`config.mk`:
```
export PLATFORM = sky130hd
export DESIGN_NAME = cam_capture_fifo_regs
export DESIGN_NICKNAME = d
export VERILOG_FILES = /design/src/rtl/cam_capture_fifo_regs.sv
export SDC_FILE = /design/constraint.sdc
export NUM_CORES = 2
export LEC_CHECK = 0
export BUFFER_PORTS_ARGS = -buffer_cell sky130_fd_sc_hd__buf_2
export CAP_MARGIN = 20
export CORE_MARGIN = 1.5
export CORE_UTILIZATION = 40
export DETAILED_ROUTE_END_ITERATION = 12
export MAX_ROUTING_LAYER = met4
export SETUP_SLACK_MARGIN = 0.3
export SKIP_CTS_REPAIR_TIMING = 1
export SLEW_MARGIN = 20
export SYNTH_ARGS = -nofsm -noshare
export SYNTH_HDL_FRONTEND = slang
export SYNTH_SLANG_ARGS = --single-unit
```
`constraint.sdc`:
```
create_clock -name WBs_CLK_i -period 8.2 [get_ports WBs_CLK_i]
set_input_delay 1.23 -clock WBs_CLK_i [delete_from_list [all_inputs] [get_ports WBs_CLK_i]]
set_output_delay 1.23 -clock WBs_CLK_i [all_outputs]
set_load 0.02 [all_outputs]
```
`src/rtl/cam_capture_fifo_regs.sv`:
```
// Camera capture block with a Wishbone register slave.
//
// Purpose: oversamples a parallel camera bus in the Wishbone clock domain and packs
// PIX_W-bit pixels into 32-bit words. Words go into a FIFO that the host drains through
// the DATA register. Also provides frame gating, single-shot capture, a sticky overflow
// flag, a frame counter and a level-threshold interrupt.
//
// Ports:
//   WBs_CLK_i, WBs_RSTn_i       sole clock, asynchronous active-low reset
//   WBs_ADR_i .. WBs_DAT_i      Wishbone slave request (word address)
//   WBs_DAT_o, WBs_ACK_o        registered read data, single-cycle acknowledge
//   CAM_PCLK_i                  camera pixel clock, sampled as data (<= WBs_CLK_i/4)
//   CAM_VSYNC_i, CAM_HREF_i     frame valid and line valid, active high
//   CAM_DATA_i                  pixel data
//   IRQ_o                       registered level interrupt
module cam_capture_fifo_regs #(
    parameter int unsigned ADDRWIDTH   = 9,
    parameter int unsigned PIX_W       = 8,
    parameter int unsigned FIFO_AW     = 6,
    parameter int unsigned SYNC_STAGES = 2,
    parameter logic [ADDRWIDTH-1:0] CTRL_ADR = 9'h0,
    parameter logic [ADDRWIDTH-1:0] STAT_ADR = 9'h1,
    parameter logic [ADDRWIDTH-1:0] DATA_ADR = 9'h2,
    parameter logic [ADDRWIDTH-1:0] THRS_ADR = 9'h3,
    parameter logic [31:0] DEF_REG_VALUE     = 32'hFABD_EFAC
) (
    input  logic                 WBs_CLK_i,
    input  logic                 WBs_RSTn_i,
    input  logic [ADDRWIDTH-1:0] WBs_ADR_i,
    input  logic                 WBs_CYC_i,
    input  logic                 WBs_STB_i,
    input  logic                 WBs_WE_i,
    input  logic [3:0]           WBs_BYTE_STB_i,
    input  logic [31:0]          WBs_DAT_i,
    output logic [31:0]          WBs_DAT_o,
    output logic                 WBs_ACK_o,
    input  logic                 CAM_PCLK_i,
    input  logic                 CAM_VSYNC_i,
    input  logic                 CAM_HREF_i,
    input  logic [PIX_W-1:0]     CAM_DATA_i,
    output logic                 IRQ_o
);

    localparam int unsigned DEPTH  = 2 ** FIFO_AW;
    localparam int unsigned LANES  = 32 / PIX_W;
    localparam int unsigned LANE_W = (LANES > 1) ? $clog2(LANES) : 1;
    localparam int unsigned LVL_W  = FIFO_AW + 1;
    localparam int unsigned CAM_W  = PIX_W + 3;

    typedef enum logic [1:0] {
        StIdle      = 2'd0,
        StWaitFrame = 2'd1,
        StCapture   = 2'd2
    } state_t;

    // ------------------------------------------------------------------
    // Camera input synchronisers and edge detection
    // ------------------------------------------------------------------
    logic [CAM_W-1:0] w_cam_in;
    logic [CAM_W-1:0] r_sync [SYNC_STAGES];
    logic             w_pclk_s;
    logic             w_vsync_s;
    logic             w_href_s;
    logic [PIX_W-1:0] w_data_s;
    logic             r_pclk_d;
    logic             r_vsync_d;
    logic             w_sample;
    logic             w_vs_rise;
    logic             w_vs_fall;

    assign w_cam_in = {CAM_PCLK_i, CAM_VSYNC_i, CAM_HREF_i, CAM_DATA_i};

    always_ff @(posedge WBs_CLK_i or negedge WBs_RSTn_i) begin
        if (!WBs_RSTn_i) begin
            for (int i = 0; i < SYNC_STAGES; i++) begin
                r_sync[i] <= '0;
            end
            r_pclk_d  <= 1'b0;
            r_vsync_d <= 1'b0;
        end else begin
            r_sync[0] <= w_cam_in;
            for (int i = 1; i < SYNC_STAGES; i++) begin
                r_sync[i] <= r_sync[i-1];
            end
            r_pclk_d  <= w_pclk_s;
            r_vsync_d <= w_vsync_s;
        end
    end

    // All camera fields are taken from the same stage so a sample is coherent.
    assign w_pclk_s  = r_sync[SYNC_STAGES-1][CAM_W-1];
    assign w_vsync_s = r_sync[SYNC_STAGES-1][CAM_W-2];
    assign w_href_s  = r_sync[SYNC_STAGES-1][CAM_W-3];
    assign w_data_s  = r_sync[SYNC_STAGES-1][PIX_W-1:0];

    assign w_sample  = w_pclk_s & ~r_pclk_d;
    assign w_vs_rise = w_vsync_s & ~r_vsync_d;
    assign w_vs_fall = ~w_vsync_s & r_vsync_d;

    // ------------------------------------------------------------------
    // Wishbone decode
    // ------------------------------------------------------------------
    logic r_ack;
    logic w_ack_nxt;
    logic w_wr;
    logic w_rd;
    logic w_sel_ctrl;
    logic w_sel_stat;
    logic w_sel_data;
    logic w_sel_thrs;
    logic w_flush;
    logic w_pop;
    logic w_ovf_clr;

    assign w_ack_nxt  = WBs_CYC_i & WBs_STB_i & ~r_ack;
    assign w_wr       = w_ack_nxt & WBs_WE_i;
    assign w_rd       = w_ack_nxt & ~WBs_WE_i;
    assign w_sel_ctrl = (WBs_ADR_i == CTRL_ADR);
    assign w_sel_stat = (WBs_ADR_i == STAT_ADR);
    assign w_sel_data = (WBs_ADR_i == DATA_ADR);
    assign w_sel_thrs = (WBs_ADR_i == THRS_ADR);

    assign w_flush    = w_wr & w_sel_ctrl & WBs_BYTE_STB_i[0] & WBs_DAT_i[3];
    assign w_ovf_clr  = w_wr & w_sel_stat & WBs_BYTE_STB_i[0] & WBs_DAT_i[3];

    // ------------------------------------------------------------------
    // Control and threshold registers
    // ------------------------------------------------------------------
    logic             r_en;
    logic             r_single;
    logic             r_ie;
    logic [LVL_W-1:0] r_thrs;
    logic [LVL_W-1:0] w_thrs_nxt;
    logic             w_single_done;
    state_t           r_state;

    // A single-shot frame that completes drops EN so the FSM parks in idle.
    assign w_single_done = (r_state == StCapture) & r_en & r_single & w_vs_fall;

    always_comb begin
        w_thrs_nxt = r_thrs;
        for (int i = 0; i < LVL_W; i++) begin
            if (WBs_BYTE_STB_i[i/8]) begin
                w_thrs_nxt[i] = WBs_DAT_i[i];
            end
        end
    end

    always_ff @(posedge WBs_CLK_i or negedge WBs_RSTn_i) begin
        if (!WBs_RSTn_i) begin
            r_en     <= 1'b0;
            r_single <= 1'b0;
            r_ie     <= 1'b0;
            r_thrs   <= '0;
        end else begin
            if (w_wr && w_sel_ctrl && WBs_BYTE_STB_i[0]) begin
                r_en     <= WBs_DAT_i[0];
                r_single <= WBs_DAT_i[1];
                r_ie     <= WBs_DAT_i[2];
            end else if (w_single_done) begin
                r_en <= 1'b0;
            end
            if (w_wr && w_sel_thrs) begin
                r_thrs <= w_thrs_nxt;
            end
        end
    end

    // ------------------------------------------------------------------
    // Capture FSM and pixel packer
    // ------------------------------------------------------------------
    logic [LANE_W-1:0] r_lane;
    logic [31:0]       r_pack;
    logic [31:0]       w_pack_nxt;
    logic              r_push;
    logic [31:0]       r_push_data;
    logic [15:0]       r_frame_cnt;

    always_comb begin
        w_pack_nxt = r_pack;
        w_pack_nxt[32'(r_lane) * PIX_W +: PIX_W] = w_data_s;
    end

    always_ff @(posedge WBs_CLK_i or negedge WBs_RSTn_i) begin
        if (!WBs_RSTn_i) begin
            r_state     <= StIdle;
            r_lane      <= '0;
            r_pack      <= '0;
            r_push      <= 1'b0;
            r_push_data <= '0;
            r_frame_cnt <= '0;
        end else begin
            r_push <= 1'b0;
            unique case (r_state)
                StIdle: begin
                    if (r_en) begin
                        r_state <= StWaitFrame;
                    end
                end
                StWaitFrame: begin
                    if (!r_en) begin
                        r_state <= StIdle;
                    end else if (w_vs_rise) begin
                        r_state <= StCapture;
                    end
                end
                StCapture: begin
                    if (!r_en) begin
                        // Abort: the partial word is discarded and the frame not counted.
                        r_state <= StIdle;
                        r_lane  <= '0;
                        r_pack  <= '0;
                    end else if (w_vs_fall) begin
                        if (r_lane != '0) begin
                            r_push      <= 1'b1;
                            r_push_data <= r_pack;
                        end
                        r_lane      <= '0;
                        r_pack      <= '0;
                        r_frame_cnt <= r_frame_cnt + 16'd1;
                        r_state     <= r_single ? StIdle : StWaitFrame;
                    end else if (w_sample && w_href_s && w_vsync_s) begin
                        if (r_lane == LANE_W'(LANES - 1)) begin
                            r_push      <= 1'b1;
                            r_push_data <= w_pack_nxt;
                            r_pack      <= '0;
                            r_lane      <= '0;
                        end else begin
                            r_pack <= w_pack_nxt;
                            r_lane <= r_lane + LANE_W'(1);
                        end
                    end
                end
                default: r_state <= StIdle;
            endcase
            // Flush empties the packer, including a word still on its way to the FIFO.
            if (w_flush) begin
                r_lane <= '0;
                r_pack <= '0;
                r_push <= 1'b0;
            end
        end
    end

    // ------------------------------------------------------------------
    // FIFO
    // ------------------------------------------------------------------
    logic [31:0]        r_mem [DEPTH];
    logic [FIFO_AW-1:0] r_wptr;
    logic [FIFO_AW-1:0] r_rptr;
    logic [LVL_W-1:0]   r_level;
    logic               w_full;
    logic               w_empty;
    logic               w_push_ok;
    logic               w_ovf_evt;
    logic               r_ovf;

    assign w_full    = (r_level == LVL_W'(DEPTH));
    assign w_empty   = (r_level == '0);
    assign w_pop     = w_rd & w_sel_data & ~w_empty;
    // A same-cycle pop frees the slot a full FIFO needs.
    assign w_push_ok = r_push & (~w_full | w_pop) & ~w_flush;
    assign w_ovf_evt = r_push & w_full & ~w_pop & ~w_flush;

    always_ff @(posedge WBs_CLK_i) begin
        if (w_push_ok) begin
            r_mem[r_wptr] <= r_push_data;
        end
    end

    always_ff @(posedge WBs_CLK_i or negedge WBs_RSTn_i) begin
        if (!WBs_RSTn_i) begin
            r_wptr  <= '0;
            r_rptr  <= '0;
            r_level <= '0;
        end else if (w_flush) begin
            r_wptr  <= '0;
            r_rptr  <= '0;
            r_level <= '0;
        end else begin
            if (w_push_ok) begin
                r_wptr <= r_wptr + FIFO_AW'(1);
            end
            if (w_pop) begin
                r_rptr <= r_rptr + FIFO_AW'(1);
            end
            if (w_push_ok && !w_pop) begin
                r_level <= r_level + LVL_W'(1);
            end else if (!w_push_ok && w_pop) begin
                r_level <= r_level - LVL_W'(1);
            end
        end
    end

    // Overflow set beats a same-cycle software clear.
    always_ff @(posedge WBs_CLK_i or negedge WBs_RSTn_i) begin
        if (!WBs_RSTn_i) begin
            r_ovf <= 1'b0;
        end else if (w_ovf_evt) begin
            r_ovf <= 1'b1;
        end else if (w_ovf_clr) begin
            r_ovf <= 1'b0;
        end
    end

    // ------------------------------------------------------------------
    // Interrupt
    // ------------------------------------------------------------------
    logic r_irq;

    always_ff @(posedge WBs_CLK_i or negedge WBs_RSTn_i) begin
        if (!WBs_RSTn_i) begin
            r_irq <= 1'b0;
        end else begin
            r_irq <= r_ie & (r_level >= r_thrs) & (r_thrs != '0);
        end
    end

    // ------------------------------------------------------------------
    // Read mux and bus outputs
    // ------------------------------------------------------------------
    logic [7:0]  w_level8;
    logic [31:0] w_rdata;
    logic [31:0] r_dat;
    logic        w_busy;
    logic        w_unused_bits;

    generate
        if (LVL_W >= 8) begin : g_lvl_trunc
            assign w_level8 = r_level[7:0];
        end else begin : g_lvl_ext
            assign w_level8 = {{(8 - LVL_W){1'b0}}, r_level};
        end
    endgenerate

    assign w_busy = (r_state != StIdle);

    always_comb begin
        w_rdata = DEF_REG_VALUE;
        if (w_sel_ctrl) begin
            w_rdata = {28'd0, 1'b0, r_ie, r_single, r_en};
        end else if (w_sel_stat) begin
            w_rdata = {r_frame_cnt, w_level8, 3'd0, r_irq, r_ovf, w_full, w_empty, w_busy};
        end else if (w_sel_data) begin
            w_rdata = w_empty ? 32'd0 : r_mem[r_rptr];
        end else if (w_sel_thrs) begin
            w_rdata = 32'(r_thrs);
        end
    end

    always_ff @(posedge WBs_CLK_i or negedge WBs_RSTn_i) begin
        if (!WBs_RSTn_i) begin
            r_ack <= 1'b0;
            r_dat <= '0;
        end else begin
            r_ack <= w_ack_nxt;
            if (w_ack_nxt) begin
                r_dat <= w_rdata;
            end
        end
    end

    assign WBs_ACK_o = r_ack;
    assign WBs_DAT_o = r_dat;
    assign IRQ_o     = r_irq;

    // Bus bits that only some registers consume.
    assign w_unused_bits = ^{WBs_DAT_i, WBs_BYTE_STB_i};

endmodule

```
==> impl_metrics.py <==
metrics = {
    "outcome": {
        "status": "finished, final reports clean",
    },
    "cells_and_area": {
        "finalInstanceArea_um2": 97700,
        "fin_nets": 4467,
        "drive_above_1_share_pct": 25.9,
        "area_growth_syn_to_layout_pct": 13.1,
        "instances_no_fill": 7406,
        "n_fill_cell": 17900,
    },
    "floorplan": {
        "top_level_ports": 95,
        "rows": 170,
        "start_util_pct": 40.3,
        "die-area_um2": 219000,
        "die_h_um": 468,
        "coreArea_um2": 215000,
        "die_w_um": 468,
    },
    "place": {
        "dp_slack_ns": 2.08,
        "dp_cells": 7005,
        "port_buffers": 66,
        "dpl_cell_area_um2": 90900,
        "dp_hpwl_mm": 129,
        "place.gp.congestion": 0.935,
    },
    "power_and_ir_drop": {
        "leakagePower_nw": 30.1,
        "pwr_density_cell_nw_per_um2": 263,
        "ir_drop_mv": 0.228,
    },
    "logic_synthesis": {
        "yosysMostFrequentCell": "edfxtp_1",
        "mappedNetlistArea_um2": 86500,
        "synth-async-reset-ratio_pct": 7.79,
        "mappedNetlistNets": 4279,
        "synth_top_area_share_pct": 71.1,
        "ys.flop_type": "edfxtp_1",
        "yosysTopAreaCell": "edfxtp_1",
        "synthTopCellsByArea": "edfxtp_1 (71%), mux4_2 (14%), dfrtp_1 (5.0%)",
        "syn_avg_cell_area_um2": 20.6,
        "synthCells": 4195,
        "ys_types": 64,
        "yosysWarnings": 0,
        "synth_seq_cells": 2221,
        "seq_area_frac_synth_pct": 76.1,
        "synth_edf_count": 2048,
        "synth_common_cells": "edfxtp_1 (2048), mux4_2 (540), dfrtp_1 (173), nor2_1 (167), o21ai_0 (160)",
    },
    "timing": {
        "fin_hold_ws_ns": 0.343,
        "rsz0062_at_grt": "false",
        "min_period_ns": 5.22,
        "fin_setup_tns_ns": 0,
        "period_share_pct": 63.7,
        "fmax_mhz": 192,
        "final_hold_viol_count": 0,
        "setup_viol": 0,
        "report.final.slew_viol_count": 0,
        "worst_pin_slew_ns": 1.18,
        "maxSlewHeadroom_pct": 20.5,
        "setup_ws_ns": 2.98,
        "skew_ns": 0.0440,
    },
    "route": {
        "ant_nets": 0,
        "drt_iter0_drc": 4336,
        "drc": 0,
        "vias": 42100,
        "wl_per_cell_um": 28.8,
        "drt_pre_antenna_iters": 7,
        "routed_wl_mm": 213,
        "viasPerCell": 5.69,
    },
    "clocking": {
        "cts_tree": "yes",
        "cts_max_level": 4,
        "cts-buffers-inserted": 211,
        "cts-root-buf": "clkbuf_16",
        "cts.sinks": 2221,
        "clock_latency_ns": 0.85,
        "path_clk_slew_ns": 0.06,
        "clk_path_buf_depth": 3,
    },
    "grt": {
        "globalRouteOverflowTotal": 0,
        "antenna_found_initial": 6,
        "grtUsageTotal_pct": 20.0,
        "grt_max_degree": 113,
        "grt_pass1_vias": 42100,
        "grt_pass1_wl_mm": 307,
    },
    "hold_path": {
        "hold_path.class": "reg -> reg",
        "holdPathStages": 0,
        "whs_endpoint": "r_sync[7]",
        "hp-start": "r_sync[18]",
    },
    "worst_setup_path": {
        "worst-endpoint-required_ns": 8.75,
        "r2r-start": "WBs_ACK_o",
        "arrival_ns": 5.78,
        "worstPathMaxFanout": 45,
        "r2r_end": "r_level[6]",
        "critPathCaptureType": "flip-flop",
        "startpoint_type": "input pin",
        "critPathKind": "in -> reg",
        "reg2reg_depth": 15,
        "r2r_setup_slack_ns": 3.13,
    },
    "flow_run": {
        "drv_cap": 0,
    },
}
power breakdown:
group | total (mW) | leakage (nW) | internal [mW] | switching (mW)
clock | 9.54 | 3.29 | 5.33 | 4.21
combinational | 2.08 | 6.05 | 0.424 | 1.66
sequential | 14.1 | 20.7 | 13.8 | 0.372
total | 25.8 | 30.1 | 19.5 | 6.25
per-layer routing:
| metal | global-route usage, % | wire (um) | part of all wire [%] |
|---|---|---|---|
| met5 | - | 0 | 0 |
| met4 | 7.15 | 8090 | 3.8 |
| met3 | 2.48 | 10400 | 4.9 |
| met2 | 32.2 | 107000 | 50 |
| met1 | 26.4 | 88400 | 41 |
per-stage QoR:
step	power, mW	util (%)
6_report	25.8	45.5
5_1_grt	26.6	45.5
4_1_cts	25.9	45.5
3_5_place_dp	16.5	42.4
3_3_place_gp	16.3	42.3
2_1_floorplan	15.4	-
cells in the final DEF, fill, tap and decap left out, types with 65 or more instances in the layout:
cell type  instances
buf_2             65
nor2_1           103
buf_4            126
edfxtp_1        2048
o21ai_0          160
clkbuf_16        213
nand2_1          149
nor2b_1           66
dfrtp_1          136
mux4_2           540
a21oi_1           98
mux2i_1           93
worst max-delay path, cell delays in order:
cell and delay (ns):
buf_2 0.10, nor3_1 0.74, nand2_1 0.80, nor2_1 0.34, and3_2 0.39, buf_4 0.53, nor3_2 0.14, nand4_1 0.72
nor2_4 0.35, buf_4 0.36
how the worst max path moves through the flow:
| stage | slack (ns) | to | start |
|---|---|---|---|
| after floorplan | 3.67 | r_mem[59][0] | WBs_ADR_i[4] |
| after global placement | 2.09 | r_mem[59][13] | WBs_ADR_i[3] |
| after detailed placement | 2.08 | r_mem[59][25] | WBs_ADR_i[3] |
| after CTS | 3.01 | r_mem[59][31] | WBs_ADR_i[3] |
| after global routing | 2.90 | r_mem[59][25] | WBs_ADR_i[3] |
| final | 2.98 | r_mem[59][21] | WBs_ADR_i[3] |
sequential cells by signal, summed over array words and instances, names as in the netlist:
register     flops
r_pclk_d         1
r_pack          32
r_level          7
r_vsync_d        1
r_rptr           6
r_wptr           6
r_frame_cnt     16
r_ie             1
r_state          2
r_push_data     32
r_lane           2
r_mem         2048
r_ovf            1
IRQ_o            1
WBs_DAT_o       32
r_en             1
r_sync          22
WBs_ACK_o        1
r_push           1
r_single         1
r_thrs           7
cell type report:
| type | count | area [um2] | area share, % |
|---|---|---|---|
| clock inverters | 127 | 1130 | 1.16 |
| flip-flops and latches | 2221 | 65900 | 67.4 |
| clock buffers | 268 | 5620 | 5.75 |
| inverters | 17 | 63.8 | 0.0653 |
| diodes | 3 | 7.51 | 0.00768 |
| well taps | 2838 | 3550 | 3.63 |
| multi-input cells | 1724 | 19900 | 20.3 |
| repair buffers | 208 | 1620 | 1.66 |
cells by family (layout without fill, tap and decap cells):
kind of cell / after synthesis / after routing / share of synthesized area, %
flops: 2221 / 2221 / 76.1
fa+ha+maj: 23 / 23 / 0.342
buf+inv: 250 / 620 / 1.49
compound gates: 443 / 443 / 3.14
xor+xnor: 28 / 28 / 0.284
other cells: 0 / 3 / 0
simple gates: 583 / 583 / 3.27
mux: 647 / 647 / 15.3
Note: power is estimated with default switching activity, not from simulation.
